File: config.mk
export PLATFORM = sky130hd
export DESIGN_NAME = seq_subtractor_flat
export DESIGN_NICKNAME = d
export VERILOG_FILES = /design/src/rtl/seq_subtractor_pkg.sv /design/src/rtl/seq_subtractor_if.sv /design/src/rtl/seq_subtractor_sub_chunk.sv /design/src/rtl/seq_subtractor.sv /design/src/flat_wrapper.sv
export SDC_FILE = /design/constraint.sdc
export NUM_CORES = 1
export LEC_CHECK = 0
export ABC_CLOCK_PERIOD_IN_PS = 9450
export CAP_MARGIN = 10
export CORE_ASPECT_RATIO = 0.6
export CORE_UTILIZATION = 45
export DETAILED_ROUTE_END_ITERATION = 6
export PLACE_DENSITY_LB_ADDON = 0.1
export SYNTH_ARGS = -nofsm -noshare
export SYNTH_HDL_FRONTEND = slang
export SYNTH_HIERARCHICAL = 1
export SYNTH_SLANG_ARGS = --single-unit
File: constraint.sdc
create_clock -name clk -period 9.45 [get_ports clk]
set_input_delay 1.89 -clock clk [delete_from_list [all_inputs] [get_ports clk]]
set_output_delay 1.89 -clock clk [all_outputs]
set_load 0.005 [all_outputs]
File: src/rtl/seq_subtractor_pkg.sv
// seq_sub_pkg: shared types and sizing helpers for the multi-cycle subtractor.
//   state_t      : FSM states IDLE / RUN / DONE
//   DEF_WIDTH    : default operand width (64)
//   DEF_CHUNK    : default bits processed per cycle (16)
//   num_chunks() : cycles per operation, WIDTH/CHUNK
//   idx_w()      : chunk index width, never below 1 bit
package seq_sub_pkg;

  typedef enum logic [1:0] {
    IDLE = 2'd0,
    RUN  = 2'd1,
    DONE = 2'd2
  } state_t;

  localparam int DEF_WIDTH = 64;
  localparam int DEF_CHUNK = 16;

  function automatic int num_chunks(input int w, input int c);
    return w / c;
  endfunction

  // A single-chunk configuration still needs a 1-bit index register.
  function automatic int idx_w(input int n);
    return (n > 1) ? $clog2(n) : 1;
  endfunction

endpackage

File: src/rtl/seq_subtractor_if.sv
// seq_subtractor_if: start/done handshake plus operands and results.
//   master : issues start/a/b, observes busy/done/diff/flags (execute stage)
//   slave  : the subtractor itself
interface seq_subtractor_if #(
  parameter int WIDTH = 64
);
  logic             start;
  logic [WIDTH-1:0] a;
  logic [WIDTH-1:0] b;
  logic             busy;
  logic             done;
  logic [WIDTH-1:0] diff;
  logic             zf;
  logic             sf;
  logic             of;
  logic             cf;

  modport master (
    output start, a, b,
    input  busy, done, diff, zf, sf, of, cf
  );

  modport slave (
    input  start, a, b,
    output busy, done, diff, zf, sf, of, cf
  );
endinterface

File: src/rtl/seq_subtractor_sub_chunk.sv
// sub_chunk: combinational W-bit slice computing x + ~y + cin.
//   x    : minuend slice
//   y    : subtrahend slice (inverted inside)
//   cin  : carry in (1 for the lowest slice, the "+1" of two's complement)
//   sum  : slice result
//   cout : carry out; its inverse on the top slice is the borrow
module sub_chunk #(
  parameter int W = 16
) (
  input  logic [W-1:0] x,
  input  logic [W-1:0] y,
  input  logic         cin,
  output logic [W-1:0] sum,
  output logic         cout
);
  assign {cout, sum} = {1'b0, x} + {1'b0, ~y} + {{W{1'b0}}, cin};
endmodule

File: src/rtl/seq_subtractor.sv
// seq_subtractor: multi-cycle diff = b - a for the Y86-64 execute stage.
// One CHUNK-bit slice per cycle from the LSB, carry held in a register,
// so an operation takes N = WIDTH/CHUNK cycles in RUN plus one DONE cycle.
//   clk, rst : clock, asynchronous active-high reset
//   bus      : seq_subtractor_if.slave (start, a, b -> busy, done, diff,
//              zf, sf, of, cf)
// Build option SEQ_SUB_ZERO_FASTPATH_EN: when a == 0 at an accepted start,
// skip RUN and present diff = b in the very next cycle.
// WIDTH must be an integer multiple of CHUNK.
module seq_subtractor
  import seq_sub_pkg::*;
#(
  parameter int WIDTH = DEF_WIDTH,
  parameter int CHUNK = DEF_CHUNK
) (
  input  logic               clk,
  input  logic               rst,
  seq_subtractor_if.slave    bus
);
  localparam int N  = num_chunks(WIDTH, CHUNK);
  localparam int IW = idx_w(N);

  state_t state, state_nx;

  // Operands and result viewed as N chunks so the active slice is a plain index.
  logic [N-1:0][CHUNK-1:0] a_lat, b_lat, diff_q;
  logic [IW-1:0]           idx;
  logic                    carry;
  logic                    zacc;
  logic                    zf_q, sf_q, of_q, cf_q;

  logic [CHUNK-1:0] sum;
  logic             cout;
  logic             last;
  logic             fast;

  sub_chunk #(.W(CHUNK)) u_chunk (
    .x    (b_lat[idx]),
    .y    (a_lat[idx]),
    .cin  (carry),
    .sum  (sum),
    .cout (cout)
  );

  assign last = (idx == IW'(N - 1));

`ifdef SEQ_SUB_ZERO_FASTPATH_EN
  assign fast = (bus.a == '0);
`else
  assign fast = 1'b0;
`endif

  always_comb begin
    state_nx = state;
    case (state)
      IDLE:    if (bus.start) state_nx = fast ? DONE : RUN;
      RUN:     if (last)      state_nx = DONE;
      DONE:                   state_nx = IDLE;
      default:                state_nx = IDLE;
    endcase
  end

  always_ff @(posedge clk or posedge rst) begin
    if (rst) state <= IDLE;
    else     state <= state_nx;
  end

  always_ff @(posedge clk or posedge rst) begin
    if (rst) begin
      a_lat  <= '0;
      b_lat  <= '0;
      diff_q <= '0;
      idx    <= '0;
      carry  <= 1'b0;
      zacc   <= 1'b0;
      zf_q   <= 1'b0;
      sf_q   <= 1'b0;
      of_q   <= 1'b0;
      cf_q   <= 1'b0;
    end else begin
      case (state)
        IDLE: if (bus.start) begin
          a_lat <= bus.a;
          b_lat <= bus.b;
          idx   <= '0;
          carry <= 1'b1;   // +1 of the two's-complement negate
          zacc  <= 1'b1;
          // b - 0 needs no arithmetic: copy b and derive flags directly.
          if (fast) begin
            diff_q <= bus.b;
            zf_q   <= (bus.b == '0);
            sf_q   <= bus.b[WIDTH-1];
            of_q   <= 1'b0;
            cf_q   <= 1'b0;
          end
        end
        RUN: begin
          diff_q[idx] <= sum;
          carry       <= cout;
          zacc        <= zacc & (sum == '0);
          idx         <= last ? '0 : idx + 1'b1;
          // Flags come from the top slice as it is produced, so they land
          // together with the last diff chunk.
          if (last) begin
            zf_q <= zacc & (sum == '0);
            sf_q <= sum[CHUNK-1];
            cf_q <= ~cout;
            of_q <= (a_lat[N-1][CHUNK-1] != b_lat[N-1][CHUNK-1]) &&
                    (sum[CHUNK-1] != b_lat[N-1][CHUNK-1]);
          end
        end
        default: ;
      endcase
    end
  end

  assign bus.busy = (state != IDLE);
  assign bus.done = (state == DONE);
  assign bus.diff = diff_q;
  assign bus.zf   = zf_q;
  assign bus.sf   = sf_q;
  assign bus.of   = of_q;
  assign bus.cf   = cf_q;

endmodule
File: src/flat_wrapper.sv
// flat-port wrapper written by rule: the top's interface ports become plain ports
module seq_subtractor_flat import seq_sub_pkg::*;
#(
  parameter int WIDTH = DEF_WIDTH,
  parameter int CHUNK = DEF_CHUNK
)
  (clk, rst, bus_start, bus_a, bus_b, bus_busy, bus_done, bus_diff, bus_zf, bus_sf, bus_of, bus_cf);
  seq_subtractor_if #(.WIDTH(WIDTH)) bus_i ();
  input  logic clk;
  input  logic rst;
  input wire logic [$bits(bus_i.start)-1:0] bus_start;
  input wire logic [$bits(bus_i.a)-1:0] bus_a;
  input wire logic [$bits(bus_i.b)-1:0] bus_b;
  output wire logic [$bits(bus_i.busy)-1:0] bus_busy;
  output wire logic [$bits(bus_i.done)-1:0] bus_done;
  output wire logic [$bits(bus_i.diff)-1:0] bus_diff;
  output wire logic [$bits(bus_i.zf)-1:0] bus_zf;
  output wire logic [$bits(bus_i.sf)-1:0] bus_sf;
  output wire logic [$bits(bus_i.of)-1:0] bus_of;
  output wire logic [$bits(bus_i.cf)-1:0] bus_cf;
  assign bus_i.start = bus_start;
  assign bus_i.a = bus_a;
  assign bus_i.b = bus_b;
  assign bus_busy = bus_i.busy;
  assign bus_done = bus_i.done;
  assign bus_diff = bus_i.diff;
  assign bus_zf = bus_i.zf;
  assign bus_sf = bus_i.sf;
  assign bus_of = bus_i.of;
  assign bus_cf = bus_i.cf;
  seq_subtractor #(.WIDTH(WIDTH), .CHUNK(CHUNK)) u_core (.clk(clk), .rst(rst), .bus(bus_i));
endmodule
After elaboration in Yosys (flattened, before gate mapping):

Cells that the tools add are included.

* $add $sub $neg: 3
* $mul: 0
* div/mod/pow operators: 0
* magnitude comparators: 2
* eq/ne operators: 7
* shift operators: 0
* muxes and demuxes: 16
* bitwise gates (word level): 3
* reduce and logical (&&, ||, !) cells: 10

Operators with widths (count)
* 16-bit binary-select mux with 2-bit select: 2
* 64-bit bitwise mux: 1
* 16-bit 2-to-1 mux: 3
* 16-bit demux with 2-bit select: 1
* 16-bit by 16-bit adder with 17-bit output: 1
* 17-bit by 1-bit adder with 17-bit output: 1
* 16-bit logical NOT: 1
* 16-bit NOT: 1
* 2-bit 2-to-1 mux: 4
* 2-bit one-hot mux with 2 select lines: 2
* 2-bit AND reduction: 4
* 2-bit == test (second input constant): 2
* 1-bit one-hot mux with 2 select lines: 2
* 2-bit nonzero test: 2
* 2-bit by 3-bit < comparator with 1-bit output (second input constant): 1
* 2-bit by 1-bit adder with 2-bit output (second input constant): 1
* 2-bit by 1-bit == test with 1-bit output (second input constant): 1
* 2-bit by 1-bit greater-or-equal comparator with 1-bit output (second input constant): 1
* 1-bit logical AND: 2
* 2-bit logical NOT: 1
* 1-bit != test: 2
* 2-bit by 1-bit != test with 1-bit output (second input constant): 1
* 2-bit != test (second input constant): 1
* 1-bit AND: 1
* 2 further kinds: 2

* register bits: 202
* latch bits: 0
* bits in writable memories: 0
* memory bits (read-only): 0
* input port bits: 131
* output and inout port bits: 70
* logic and storage cells: 61
* memories: 0

Depth between registers and ports, before layout:

* word-level depth: 8
* depth in mapped cells: 15
* gate-level depth less buffers: 13

Hierarchy:

The synthesis kept the hierarchy.

By module, submodules not included
* seq_subtractor: instances 1, cells an instance 499, area an instance 8659.6 µm², sequential area each 5029.8 µm²
* sub_chunk: instances 1, cells an instance 131, area an instance 889.6 µm², sequential area each 0.0 µm²

Worst setup path before layout:

No wires, ideal clock.

* path kind: reg2reg
* start point: reg u_core.idx[0]
* end point: reg u_core.zf_q, in the netlist u_core/bus.zf
* setup time: 0.095 ns
* arrival time: 3.588 ns
* required time: 9.355 ns
* setup slack: 5.767 ns
* stages on the path, launching flop included: 15
* buffers on the path: 2
* period minus slack after synthesis: 3.683 ns
* path through: dfrtp_1 -> buf_2 -> buf_4 -> mux4_2 -> fa_1 -> fa_1 -> nor2b_1 -> o21bai_1 -> a21boi_2 -> o41a_1 -> a21boi_1 -> xnor2_1 -> nor4_1 -> nand4_1 -> o31ai_1

* word-level cells in the longest chain between the ends: 7
* elaborated cells between the ends (all ways): 11
* those cells by class: add/sub (2); eq/ne (1); mux (4); bitwise (2); reduce/logical (2)

RTL lines
* from (decl): line seq_subtractor.sv:27 `logic [IW-1:0] idx;`
* from (signal assigned): line seq_subtractor.sv:101 `idx <= last ? '0 : idx + 1'b1;`
* 16-bit binary-select mux with 2-bit select: line seq_subtractor.sv:39 `.y (a_lat[idx]),`
* 16-bit 2-to-1 mux (not written as such): line seq_subtractor.sv:39
* 16-bit NOT: line seq_subtractor_sub_chunk.sv:16 `assign {cout, sum} = {1'b0, x} + {1'b0, ~y} + {{W{1'b0}}, cin};`
* 16-bit by 16-bit adder with 17-bit output (*): line seq_subtractor_sub_chunk.sv:16
* 17-bit by 1-bit adder with 17-bit output (*): line seq_subtractor_sub_chunk.sv:16
* via u_core.sum[10]: line seq_subtractor.sv:32 `logic [CHUNK-1:0] sum;`
* 16-bit logical NOT (*): line seq_subtractor.sv:105 `zf_q <= zacc & (sum == '0);`
* 1-bit AND (*): line seq_subtractor.sv:105
* to (signal assigned): line seq_subtractor.sv:91 `zf_q <= (bus.b == '0);`
* to (signal assigned): line seq_subtractor.sv:105
* to (decl): line seq_subtractor.sv:30 `logic zf_q, sf_q, of_q, cf_q;`

Mark *: on every way through the listed nets, which the timed path passes. The rest lies on a longest branch. The select of a mux whose other input is x is not followed.
A chain may end at the register's enable or synchronous reset.

Worst setup path in the final report:

* start point: reg u_core.idx[0]
* end point: reg u_core.of_q, in the netlist u_core/bus.of

* word-level cells in the longest chain between the ends: 7
* elaborated cells between the ends (all ways): 11
* those cells by class: add/sub (2); eq/ne (2); mux (4); bitwise (1); reduce/logical (2)

RTL lines
* 16-bit binary-select mux with 2-bit select: line seq_subtractor.sv:39
* 16-bit 2-to-1 mux (not written as such): line seq_subtractor.sv:39
* 16-bit NOT: line seq_subtractor_sub_chunk.sv:16
* 16-bit by 16-bit adder with 17-bit output (*): line seq_subtractor_sub_chunk.sv:16
* 17-bit by 1-bit adder with 17-bit output (*): line seq_subtractor_sub_chunk.sv:16
* via u_core.sum[15]: line seq_subtractor.sv:32
* 1-bit != test (*): line seq_subtractor.sv:109 `(sum[CHUNK-1] != b_lat[N-1][CHUNK-1]);`
* 1-bit logical AND (*): line seq_subtractor.sv:108 `of_q <= (a_lat[N-1][CHUNK-1] != b_lat[N-1][CHUNK-1]) &&`
* to (signal assigned): line seq_subtractor.sv:108
* to (decl): line seq_subtractor.sv:30

Marks and branches as above.

==> results.md <==
- Post-synth top area share: 0.527
- RSZ-0062 raised after global routing: no
- Post-CTS Resized: 0
- DR WL/cell: between 20 and 25 µm
- Core ar.: ~0.020 mm²
- Routed WL: 22600 µm
- CTS Hold Bufs: 0
- Max_cap viols: 0
- HP Class: reg2reg
- Largest net degree at the start of global routing: about 140
- Max Fclk: between 0.2 and 0.25 GHz
- Via/cell ratio: around 5.4
- Post-synth ARST share: 1.00
- Post-CTS Setup Bufs: 0
- Worst endpoint required time: 9810 ps
- Fin crit period: between 4000 and 5000 ps
- Area grow syn2layout: 28.9%
- Setup violators final: 0
- Post-synth top cells: 201 x dfrtp_1, 162 x mux2_2, 32 x inv_1, 32 x mux4_2, 30 x mux2_4
- Post-synth EDFFs: 0
- Buffers added on ports: 200
- Fin nets: roughly 1000
- DIE HEIGHT: between 100 and 150 µm
- Initial antenna violation count: 0
- GRT Util Overall: 0.213
- Antenna Diode Count: 0
- Critical path type: reg2reg
- Worst setup SP type: flop
- First-pass GRT wire length: 35700 µm
- # IOs: approximately 200
- Synth Cell Area: between 0.009 and 0.01 mm²
- Crit-path max FO: 28
- Detail Route Antenna Nets: 0
- Sequential area share after synthesis: 0.527
- Global route overflow: 0
- Slew @ Worst Pin: approximately 970 ps
- Hold wc startpoint: u_core/bus.cf
- Final period util: 0.462
- Final Wtd Congestion: approximately 0.95
- Max H-tree Level: 1
- Area leader, netlist: dfrtp_1
- Critical Path AT: ~4700 ps
- CTS Buf Count: 20
- Top post-synthesis cells by area: dfrtp_1 53%, mux2_2 19%, mux4_2 7.5%
- Final Max Tran Viols: 0
- Slowest-stage cell, CP: nor3_1
- CP peak stage delay: 800 ps
- Netlist cell types: 59
- Clock Skew: approximately 12 ps
- Critical path origin: u_core/idx[0]
- Clk_lat worst skew: about 500 ps
- Horiz. Die Dim: ~190 µm
- Hold Vio Cnt, Final: 0
- Outcome: finished, final reports clean
- Clock Path Buffers: 3
- Worst-path clk slew: 60 ps
- Crit path cell chain: buf_4, mux4_2, inv_1, ha_1, a21oi_1, o211ai_2, a32oi_2, nor3_1, nor3_1, nor3b_1, a21oi_1, o21ai_0
- Predominant post-synthesis flop cell: dfrtp_1
- #FFs+latches synth: around 200
- Net count after synthesis: about 780
- Die area: between 0.02 and 0.025 mm²
- Root Buffer: clkbuf_16
- Synth warnings: 6
- Worst Setup End Kind: flop
- 1st-pass router iterations: 5
- R2r startpoint: u_core/idx[0]
- Vias in the first global route: roughly 6300
- Starting DRT DRC Count: 318
- Post-Synthesis Cells: between 600 and 700
- Sink Count: approximately 200
- Vias after detailed routing: around 6000
- Top-count cell post-synth: dfrtp_1
- Max_slew headroom: 0.350
- Dpl hpwl: between 15000 and 20000 µm
- CTS tree: yes
- Std cell rows: 40
- Ratio of cells with drive above 1 in the final layout: 0.331
- Initial Util: 0.468
- Setup TNS: 0 ps
- Drt drc: 0
- Synth Area per Inst: about 15 µm²
[kinds of logic after synthesis]
family,count (synthesis),synth area share
AO/OA/AOI/OAI,51,0.0367
multiplexers,225,0.315
adder cells (fa/ha/maj),21,0.0291
flip-flops,201,0.527
XOR/XNOR,11,0.0101
buffers and inverters,64,0.0455
AND/OR/NAND/NOR,57,0.0372
[critical path: cells and delay by family (launching register included)]
kind	cells	cell delay [ps]
AOI/OAI and AO/OA	5	1140
adders and majority gates	1	280
buffers and inverters	2	610
DFF	1	580
muxes	1	560
and+or+nand+nor	3	1030
[metal layers]
layer  routed length [µm]  global-route usage
met5                    0                   0
met4                  290              0.0349
met3                 1430              0.0397
met2                10200               0.332
met1                10700               0.316
[cells in the final DEF, fill, tap and decap left out, types with 2 or more instances in the layout]
master,instances
buf_4,6
dfrtp_2,2
clkbuf_1,4
mux2_2,162
a211oi_1,2
nand3_1,4
clkinv_2,3
a21oi_1,16
dfrtp_1,199
mux2_4,30
o31ai_1,2
nand2_1,14
o21bai_1,2
clkbuf_16,20
xor2_1,4
o21ai_0,11
nor3_1,2
clkbuf_8,6
nor2_1,11
nor2b_1,5
nor4_1,2
fa_1,2
xnor2_1,7
inv_1,31
ha_1,19
and2_1,2
mux4_2,32
clkdlybuf4s50_1,200
o21a_1,2
nand2_8,3
[flip-flops by register name, summed over array words and instances (netlist names)]
register / cells
u_core/a_lat: 64
u_core/b_lat: 64
u_core/bus.diff: 64
u_core/idx: 2
u_core/state: 2
u_core/bus.cf: 1
u_core/bus.of: 1
u_core/bus.zf: 1
u_core/carry: 1
u_core/zacc: 1
[layout make-up]
type | count | area [µm²]
Multi-Input combinational cell | 365 | 4090
Fill cell | 1594 | 8110
Clock inverter | 6 | 68.8
Tap cell | 273 | 342
Clock buffer | 30 | 598
Inverter | 32 | 128
Timing Repair Buffer | 206 | 2050
Sequential cell | 201 | 5030
[per-stage QoR]
stage / instance area (µm²) / hold slack [ps] / setup slack (ps) / instances / util
after floorplan: 9550 / 473 / 2080 / 630 / -
after global placement: 11600 / 469 / 5270 / 1077 / 0.570
final: 12300 / 489 / 5080 / 1113 / 0.603
after CTS: 12300 / 490 / 5150 / 1113 / 0.603
after global routing: 12300 / 515 / 4700 / 1113 / 0.603
after detailed placement: 11600 / 476 / 5190 / 1077 / 0.570
[final timing paths]
kind | endpoint | slack (ps) | depth (start not counted)
min in group asynchronous | u_core/a_lat[59] | 2000 | 2
worst min register to register | u_core/bus.cf | 490 | 2
worst max-delay path | u_core/bus.of | 5080 | 12
worst max register to register | u_core/bus.of | 5080 | 12
worst min-delay path | u_core/bus.cf | 490 | 2
max in group asynchronous | u_core/b_lat[32] | 6000 | 3
Power is not shown: default switching activity piles up to over one toggle a cycle in this logic, so the estimate is an artifact.
==> variant: new RTL, same settings <==
The option `SEQ_SUB_ZERO_FASTPATH_EN` is turned on by a define.
--- a/src/rtl/seq_subtractor.sv
+++ b/src/rtl/seq_subtractor.sv
@@ -8,4 +8,6 @@
 // skip RUN and present diff = b in the very next cycle.
 // WIDTH must be an integer multiple of CHUNK.
+`define SEQ_SUB_ZERO_FASTPATH_EN
+
 module seq_subtractor
   import seq_sub_pkg::*;
Formal check against the unedited RTL: not equivalent (a bounded check fails within 4 cycles, from zero or initial values and one cycle with rst high).
==> variant against the unedited design <==
Setup slack lost 840 ps; clock skew up 4.4 ps; core utilization decreased by 0.12 points; area after synthesis increased by 5.4%; sequential cell count grew 1; global-route usage up 8.1 points; synthesized cell count grew 73%; wire length grew 49%; final area up 4.8%; critical path type unchanged.
Power is not shown: default switching activity piles up to over one toggle a cycle in this logic, so the estimate is an artifact.
==> variant: results (changes against the unedited design) <==
.. list-table::
   :header-rows: 1

   * - Metric
     - Value
   * - Result of the run
     - complete, no violations
   * - Count of instances resized after the clock tree is built
     - 0 (unchanged)
   * - Number of antenna violations at the first check in global routing
     - 0 (unchanged)
   * - Met3 Track Usage GR
     - 0.0851 (+0.0454)
   * - Final weighted congestion in routability-driven placement
     - 0.910 (-4.0%)
   * - Beginning of the worst register-to-register path
     - u_core/idx[0]$_DFFE_PP0P_
   * - Post-cts hold buffer count
     - 0 (unchanged)
   * - Seq/Total Area, Yosys
     - 0.502 (-0.0245)
   * - Worst clock skew
     - 16.6 ps (+4.38 ps)
   * - Post-route worst hold slack
     - 474 ps (-15.7 ps)
   * - Final standard cell count with taps included and fillers excluded
     - 1546 (+39%)
   * - Worst setup slack before clock tree synthesis
     - 3900 ps (-1290 ps)
   * - Number of fill cells in the layout
     - 1904 (+19%)
   * - Grt met1 use
     - 0.452 (+0.136)
   * - Worst setup slack for register-to-register paths
     - 4250 ps (-840 ps)
   * - Number of nets in the layout
     - 1405 (+44%)
   * - Post-DP HPWL
     - 23.7 mm (+44%)
   * - # port buffers
     - 200 (unchanged)
   * - Placed cell areas
     - 12300 um^2 (+5.3%)
   * - Worst Hold End
     - u_core/b_lat[27]$_DFFE_PP0P_
   * - Worst-skew pair later-pin latency
     - 500 ps (about the same)
   * - Unique masters post-synth
     - 53 (-10%)
   * - Vias per std cell
     - 5.85 (+9.2%)
   * - Via count of the first global-routing pass
     - 8781 (+39%)
   * - Maximum fanout along the worst path
     - 19 (-32%)
   * - Largest net degree at the start of global routing
     - 124 (-10%)
   * - DR iter-0 viols
     - 975 (+210%)
   * - Tot GR Track Use
     - 0.294 (+0.0809)
   * - Leading register cell type out of synthesis
     - dfrtp_1
   * - Buffer count from post-CTS setup fixing
     - 0 (unchanged)
   * - Start point of the critical path
     - u_core/idx[0]$_DFFE_PP0P_
   * - Critical Path AT
     - 5640 ps (+910 ps)
   * - Layout cell share with drive strength beyond 1
     - 0.0703 (-0.261)
   * - Average cell area after synthesis
     - 9.25 um^2 (-39%)
   * - Net count after synthesis
     - 1240 (+59%)
   * - Path depth of the worst reg2reg path
     - 14 (+2)
   * - Critical-path cell with the highest stage delay
     - dfrtp_2
   * - Final wirelength
     - 33.7 mm (+49%)
   * - Top post-synthesis cells by count
     - nand2_1, dfrtp_1, o21ai_0, clkbuf_1, a32oi_1
   * - Global routing usage on met2
     - 0.404 (+0.0719)
   * - Startpoint of the lowest-slack hold path
     - u_core/b_lat[27]$_DFFE_PP0P_
   * - Dominant cells by area after synthesis
     - dfrtp_1, nand2_1, mux4_2, a32oi_1, o21ai_0
   * - Worst-case headroom to the max-slew limit
     - 0.239 (-0.110)
   * - Cell class contributing the biggest share of worst-path delay
     - simple AND/OR/NAND/NOR gates
   * - Capture point of the worst reg-to-reg path
     - u_core/bus.zf$_DFFE_PP0P_
   * - First-pass GRT wire length
     - 51.8 mm (+45%)
-- variant: cell families (layout without fill, tap and decap cells) --
logic type	count (synthesis)	in the layout	share of synthesized area
and+or+nand+nor	553	553	0.231
DFF	202	202	0.502
xor gates and xnor gates	11	11	0.00957
AOI/OAI and AO/OA	167	167	0.119
muxes	32	32	0.0716
buffers and inverters	102	280	0.0394
other	0	1	0
adders and majority gates	21	21	0.0276
-- variant: layout make-up --
| cell class | instances | area (um^2) | share of cell area |
|---|---|---|---|
| Multi-Input combinational cell | 784 | 4620 | 0.359 |
| Antenna cell | 1 | 2.50 | 0.000194 |
| Sequential cell | 202 | 5060 | 0.392 |
| Tap cell | 279 | 349 | 0.0271 |
| Timing Repair Buffer | 212 | 2090 | 0.162 |
| Clock inverter | 4 | 20.0 | 0.00155 |
| Clock buffer | 31 | 623 | 0.0483 |
| Inverter | 33 | 131 | 0.0102 |
-- variant: routing by layer --
layer  up-vias  share of wire
met2       436           0.41
met1      4453           0.46
li1       4100              -
met5         -              0
met4         0          0.023
met3        59           0.10
